--- src/rtl/switch_arbiter.sv ---
// switch_arbiter: input-side controller for the lab-3 switch-driven FSM.
// Synchronizes and debounces four raw switches, latches each debounced press
// as a pending request and hands out single-cycle one-hot grants in
// round-robin order, so the downstream FSM sees one switch per transition.
//
// Ports:
//   clk      system clock, rising edge
//   reset    asynchronous active-low reset
//   sw_raw   raw asynchronous switch levels (bit 0 = SW1 .. bit 3 = SW4)
//   grant    registered one-hot single-cycle grant, 0 otherwise
//   pending  latched requests not yet granted
//   busy     high while the arbiter FSM is outside IDLE

// Per-switch 2-flop synchronizer plus counting debouncer.
module switch_arbiter_db #(
  parameter int unsigned DEBOUNCE_CYCLES = 4
) (
  input  logic clk,
  input  logic reset,
  input  logic raw,
  output logic stable
);
  localparam logic [7:0] DB_LAST = 8'(DEBOUNCE_CYCLES - 1);

  logic [1:0] sync;
  logic [7:0] cnt;

  always_ff @(posedge clk or negedge reset) begin
    if (!reset) begin
      sync   <= '0;
      cnt    <= '0;
      stable <= 1'b0;
    end else begin
      sync <= {sync[0], raw};
      if (sync[1] == stable) begin
        cnt <= '0;
      end else if (cnt == DB_LAST) begin
        // this edge would bring the count to DEBOUNCE_CYCLES: accept new level
        stable <= ~stable;
        cnt    <= '0;
      end else begin
        cnt <= cnt + 8'd1;
      end
    end
  end
endmodule

module switch_arbiter #(
  parameter int unsigned DEBOUNCE_CYCLES = 4,
  parameter int unsigned GAP_CYCLES      = 2
) (
  input  logic       clk,
  input  logic       reset,
  input  logic [3:0] sw_raw,
  output logic [3:0] grant,
  output logic [3:0] pending,
  output logic       busy
);
  localparam int unsigned NUM_SW = 4;
  localparam logic [7:0] GAP_LAST = 8'(GAP_CYCLES - 1);

  typedef enum logic [1:0] {IDLE, GRANT, GAP} state_t;

  state_t            state;
  logic [NUM_SW-1:0] stable, stable_q, rise, clr;
  logic [1:0]        ptr, winner, win_c;
  logic [7:0]        gap_cnt;

  for (genvar i = 0; i < NUM_SW; i++) begin : g_db
    switch_arbiter_db #(.DEBOUNCE_CYCLES(DEBOUNCE_CYCLES)) u_db (
      .clk    (clk),
      .reset  (reset),
      .raw    (sw_raw[i]),
      .stable (stable[i])
    );
  end

  // Only rising edges of the debounced level count as presses.
  assign rise = stable & ~stable_q;
  assign clr  = (state == GRANT) ? (4'b0001 << winner) : 4'b0000;
  assign busy = (state != IDLE);

  // Round-robin search: scan offsets high to low so the lowest offset from
  // ptr is the last (and therefore winning) assignment.
  always_comb begin
    win_c = ptr;
    for (int i = NUM_SW - 1; i >= 0; i--) begin
      if (pending[ptr + 2'(i)]) win_c = ptr + 2'(i);
    end
  end

  // A new press landing on the clear cycle of the same bit keeps it set.
  always_ff @(posedge clk or negedge reset) begin
    if (!reset) begin
      stable_q <= '0;
      pending  <= '0;
    end else begin
      stable_q <= stable;
      pending  <= (pending & ~clr) | rise;
    end
  end

  always_ff @(posedge clk or negedge reset) begin
    if (!reset) begin
      state   <= IDLE;
      winner  <= '0;
      grant   <= '0;
      ptr     <= '0;
      gap_cnt <= '0;
    end else begin
      case (state)
        IDLE: begin
          if (pending != '0) begin
            winner <= win_c;
            grant  <= 4'b0001 << win_c;
            state  <= GRANT;
          end
        end
        GRANT: begin
          grant   <= '0;
          ptr     <= winner + 2'd1;
          gap_cnt <= '0;
          state   <= GAP;
        end
        GAP: begin
          if (gap_cnt == GAP_LAST) begin
            state <= IDLE;
          end else begin
            gap_cnt <= gap_cnt + 8'd1;
          end
        end
        default: begin
          grant <= '0;
          state <= IDLE;
        end
      endcase
    end
  end
endmodule

--- config.mk ---
export PLATFORM = sky130hd
export DESIGN_NAME = switch_arbiter
export DESIGN_NICKNAME = d
export VERILOG_FILES = /design/src/rtl/switch_arbiter.sv
export SDC_FILE = /design/constraint.sdc
export NUM_CORES = 1
export LEC_CHECK = 0
export CAP_MARGIN = 20
export CORE_MARGIN = 2
export CORE_UTILIZATION = 35
export DETAILED_ROUTE_END_ITERATION = 8
export GPL_TIMING_DRIVEN = 0
export PLACE_DENSITY_LB_ADDON = 0.12
export SETUP_SLACK_MARGIN = 0.4
export SYNTH_ARGS = -nofsm -noshare
export SYNTH_HDL_FRONTEND = slang
export SYNTH_SLANG_ARGS = --single-unit
--- constraint.sdc ---
create_clock -name clk -period 2.5 [get_ports clk]
set_input_delay 0.75 -clock clk [delete_from_list [all_inputs] [get_ports clk]]
set_output_delay 0.75 -clock clk [all_outputs]
set_load 0.005 [all_outputs]
==> qor.txt <==
=====================================================================================================
Status ................................................................................. finished, final reports clean
Mapped Nets ............................................................................          302
Count of mapped cells out of synthesis .................................................          286
Total number of nets in the final design ...............................................          331
Number of DRC markers in iteration 0 ...................................................           61
XOR/XNOR Fraction of Synth Area ........................................................        8.91%
Crit path capture type .................................................................  output port
Sequential-to-total area share from yosys stat .........................................        56.0%
Max stage delay cell, worst path ....................................................... sky130_fd_sc_hd__clkdlybuf4s50_1
Final hold viol count ..................................................................            0
Mapped Area ............................................................................  0.00313 mm²
Total design power .....................................................................      3670 µW
Multiplexer fraction of the synthesized cell area ......................................        2.40%
Clock tree from TritonCTS ..............................................................         done
Cells along the critical path .......................................................... clkdlybuf4s50_1
Effective utilization at floorplan .....................................................        36.1%
TritonRoute pass-1 iters ...............................................................            4
GRT Total Usage ........................................................................        12.1%
Top library cells by usage in the layout, fill and taps aside .......................... sky130_fd_sc_hd__dfrtp_1, sky130_fd_sc_hd__nor2_1, sky130_fd_sc_hd__nand2_1
CP delay by family, top ................................................................ buffers and inverters
Post-synth EDFFs .......................................................................            0
Worst Path Max Fanout ..................................................................            7
Largest net degree at the start of global routing ......................................           45
Count of hold buffers inserted by post-cts repair ......................................            0
Commonest non-fill, non-tap cell in the layout ......................................... sky130_fd_sc_hd__dfrtp_1
Fill cells .............................................................................          878
Total CTS buffers ......................................................................            9
Leakage power figure ...................................................................   0.00167 µW
Count of clock tree sinks ..............................................................           70
Die outline area .......................................................................  0.00972 mm²
Placement-stage worst setup slack ......................................................     0.607 ns
Final estimated routing congestion in global placement .................................        0.765
Unrepaired setup endpoints after global routing ........................................        false
Core box area ..........................................................................  0.00868 mm²
Setup TNS ..............................................................................         0 ns
Crit path arrival time .................................................................      1.30 ns
Horizontal extent of the die ...........................................................      98.6 µm
Category of the most critical setup path ...............................................   reg -> out
Mean area per synthesized cell .........................................................     10.9 µm²
Hold Path Class ........................................................................  in -> async
Synth-to-layout area growth ............................................................        17.4%
Initial antenna violation count ........................................................            0
Period utilization .....................................................................        81.9%
Clk_lat worst skew .....................................................................      0.33 ns
Highest Clock Rate .....................................................................      488 MHz
Number of register bits inferred by synthesis ..........................................           70
Remaining antenna violation count after routing ........................................            0
DRC Markers ............................................................................            0
Startpoint types .......................................................................    flip-flop
Worst vdd ir ...........................................................................       430 µV
Measured slew at the worst slew-check pin ..............................................     0.394 ns
Maximum level of the CTS H-tree ........................................................            3
First-pass GRT wire length .............................................................      9480 µm
Delay of the slowest critical-path stage ...............................................      0.53 ns
Commonest register cell after synthesis ................................................ sky130_fd_sc_hd__dfrtp_1
Post-synthesis share of cell area spent on full adders, half adders and majority gates .        4.00%
Max-slew violation count ...............................................................            0
Total via count in the routed design ...................................................         2076
Root buffer cell ....................................................................... sky130_fd_sc_hd__clkbuf_8
Buffer and inverter count on the worst path ............................................            1
Share of synthesized registers carrying an async set or reset ..........................         100%
Share of synthesized cell area in and, or, nand and nor gates ..........................        18.5%
Maxcap violations ......................................................................            0
Height of the chip .....................................................................      98.6 µm
Placed wire-length estimate after detailed placement ...................................      3550 µm
Final wirelength .......................................................................      5310 µm
Worst Setup Slack, final ...............................................................     0.452 ns
Synth area leader ...................................................................... sky130_fd_sc_hd__dfrtp_1
Unique cell type count in the Yosys netlist ............................................           41
Main combinational cell family by area after synthesis ................................. simple AND/OR/NAND/NOR gates
# setup viols final ....................................................................            0
Required @ worst endpoint ..............................................................      1.75 ns
Max-Slew Margin vs Limit ...............................................................        73.8%
Number of port buffers .................................................................           14
Pwr/cell area ..........................................................................   999 mW/mm²
Overflow after GRT .....................................................................            0
Worst Skew .............................................................................   0.00481 ns
Number of warnings reported in the yosys synthesis log .................................            0
Clock transition time at the flip-flop clock pins of the worst setup and hold paths ....      0.07 ns
Via count of the first global-routing pass .............................................         2075
Wire length per cell after detailed routing ............................................      12.4 µm
Antenna diodes .........................................................................            0
Cell row count .........................................................................           34
Share of post-route cells with drive strength above 1 ..................................        11.6%
Via count normalized by instance count .................................................         4.85
Number of primary I/O pins .............................................................           15
Maximum clock path buffer count ........................................................            2
Cell types with the largest area share after synthesis ................................. sky130_fd_sc_hd__dfrtp_1, sky130_fd_sc_hd__xor2_1, sky130_fd_sc_hd__nor2_1, sky130_fd_sc_hd__ha_1, sky130_fd_sc_hd__and3_1
Proportion of netlist area held by the largest area contributor ........................        56.0%
Compound-Gate Fraction of Synth Area ...................................................        8.11%
Fin crit period ........................................................................      2.05 ns
=====================================================================================================
==> power breakdown <==
group / leakage, µW / total, µW / switching, µW / internal [µW]
clock network: 0.000115 / 982 / 415 / 567
registers: 0.000900 / 1600 / 221 / 1380
logic: 0.000656 / 1090 / 590 / 496
total: 0.00167 / 3670 / 1230 / 2450
==> layer usage <==
metal,wire length [µm],vias up,GRT usage (%)
met5,0,-,0
met2,2270,17,17.7
met4,107,0,6.32
met3,169,6,3.12
met1,2760,1005,16.7
li1,-,1048,-
==> per-stage QoR <==
stage / area, µm² / util [%] / cells / hold slack [ns]
final: 3680 / 42.4 / 428 / 0.327
after global routing: 3680 / 42.4 / 428 / 0.339
after floorplan: 3130 / - / 286 / 0.331
after detailed placement: 3430 / 39.5 / 409 / 0.335
after global placement: 3410 / 39.2 / 408 / 0.333
after CTS: 3660 / 42.2 / 426 / 0.327
==> flip-flops by register name, indices dropped and copies added (netlist names) <==
name and cells:
grant 4, pending 4, g_db.u_db.sync 8, ptr 2, g_db.u_db.stable 4, stable_q 4, winner 2, gap_cnt 8
g_db.u_db.cnt 32, state 2
==> synth_stat cells (all sizes together) (5+ instances only) <==
cell type / instances
nand3: 17
ha: 10
inv: 11
nand2: 22
o21ai: 12
and3: 14
nor3: 8
nor2: 38
xor2: 20
nor4b: 5
xnor2: 11
a21oi: 7
dfrtp: 70
==> worst paths after layout <==
kind                            slack, ns                              to                            from  cells after the start
worst max-delay path                 0.45                      pending[2]            pending[2]$_DFF_PN0_                      1
max in group asynchronous            1.62            pending[2]$_DFF_PN0_                           reset                      2
worst min-delay path                 0.33          gap_cnt[2]$_DFFE_PN0P_                           reset                      1
min in group clk                     0.35  g_db[2].u_db.sync[1]$_DFF_PN0_  g_db[2].u_db.sync[0]$_DFF_PN0_                      0
worst min register to register       0.35  g_db[2].u_db.sync[1]$_DFF_PN0_  g_db[2].u_db.sync[0]$_DFF_PN0_                      0
worst max register to register       0.95          gap_cnt[2]$_DFFE_PN0P_          gap_cnt[0]$_DFFE_PN0P_                      5
==> area by class of cell <==
class	count	area, µm²	area share, %
Multi-Input combinational cell	201	1310	35.7
Clock inverter	3	40.0	1.09
Timing Repair Buffer	18	186	5.07
Inverter	11	41.3	1.12
Clock buffer	13	179	4.87
Sequential cell	70	1760	47.8
Tap cell	108	135	3.68
Buffer	4	25.0	0.681
==> cell families (layout without fill, tap and decap cells) <==
group | count (synthesis) | in the layout
and+or+nand+nor | 116 | 116
DFF | 70 | 70
AOI/OAI and AO/OA | 37 | 37
xor gates and xnor gates | 31 | 31
buffers and inverters | 15 | 49
adders and majority gates | 10 | 10
muxes | 7 | 7
==> timing repair <==
action | CTS | global route
endpoints found under the setup margin | 4 | 2
setup buffers | 1 | 2
resized for setup | 5 | 0
No activity file was read; power rests on OpenSTA's default activity.
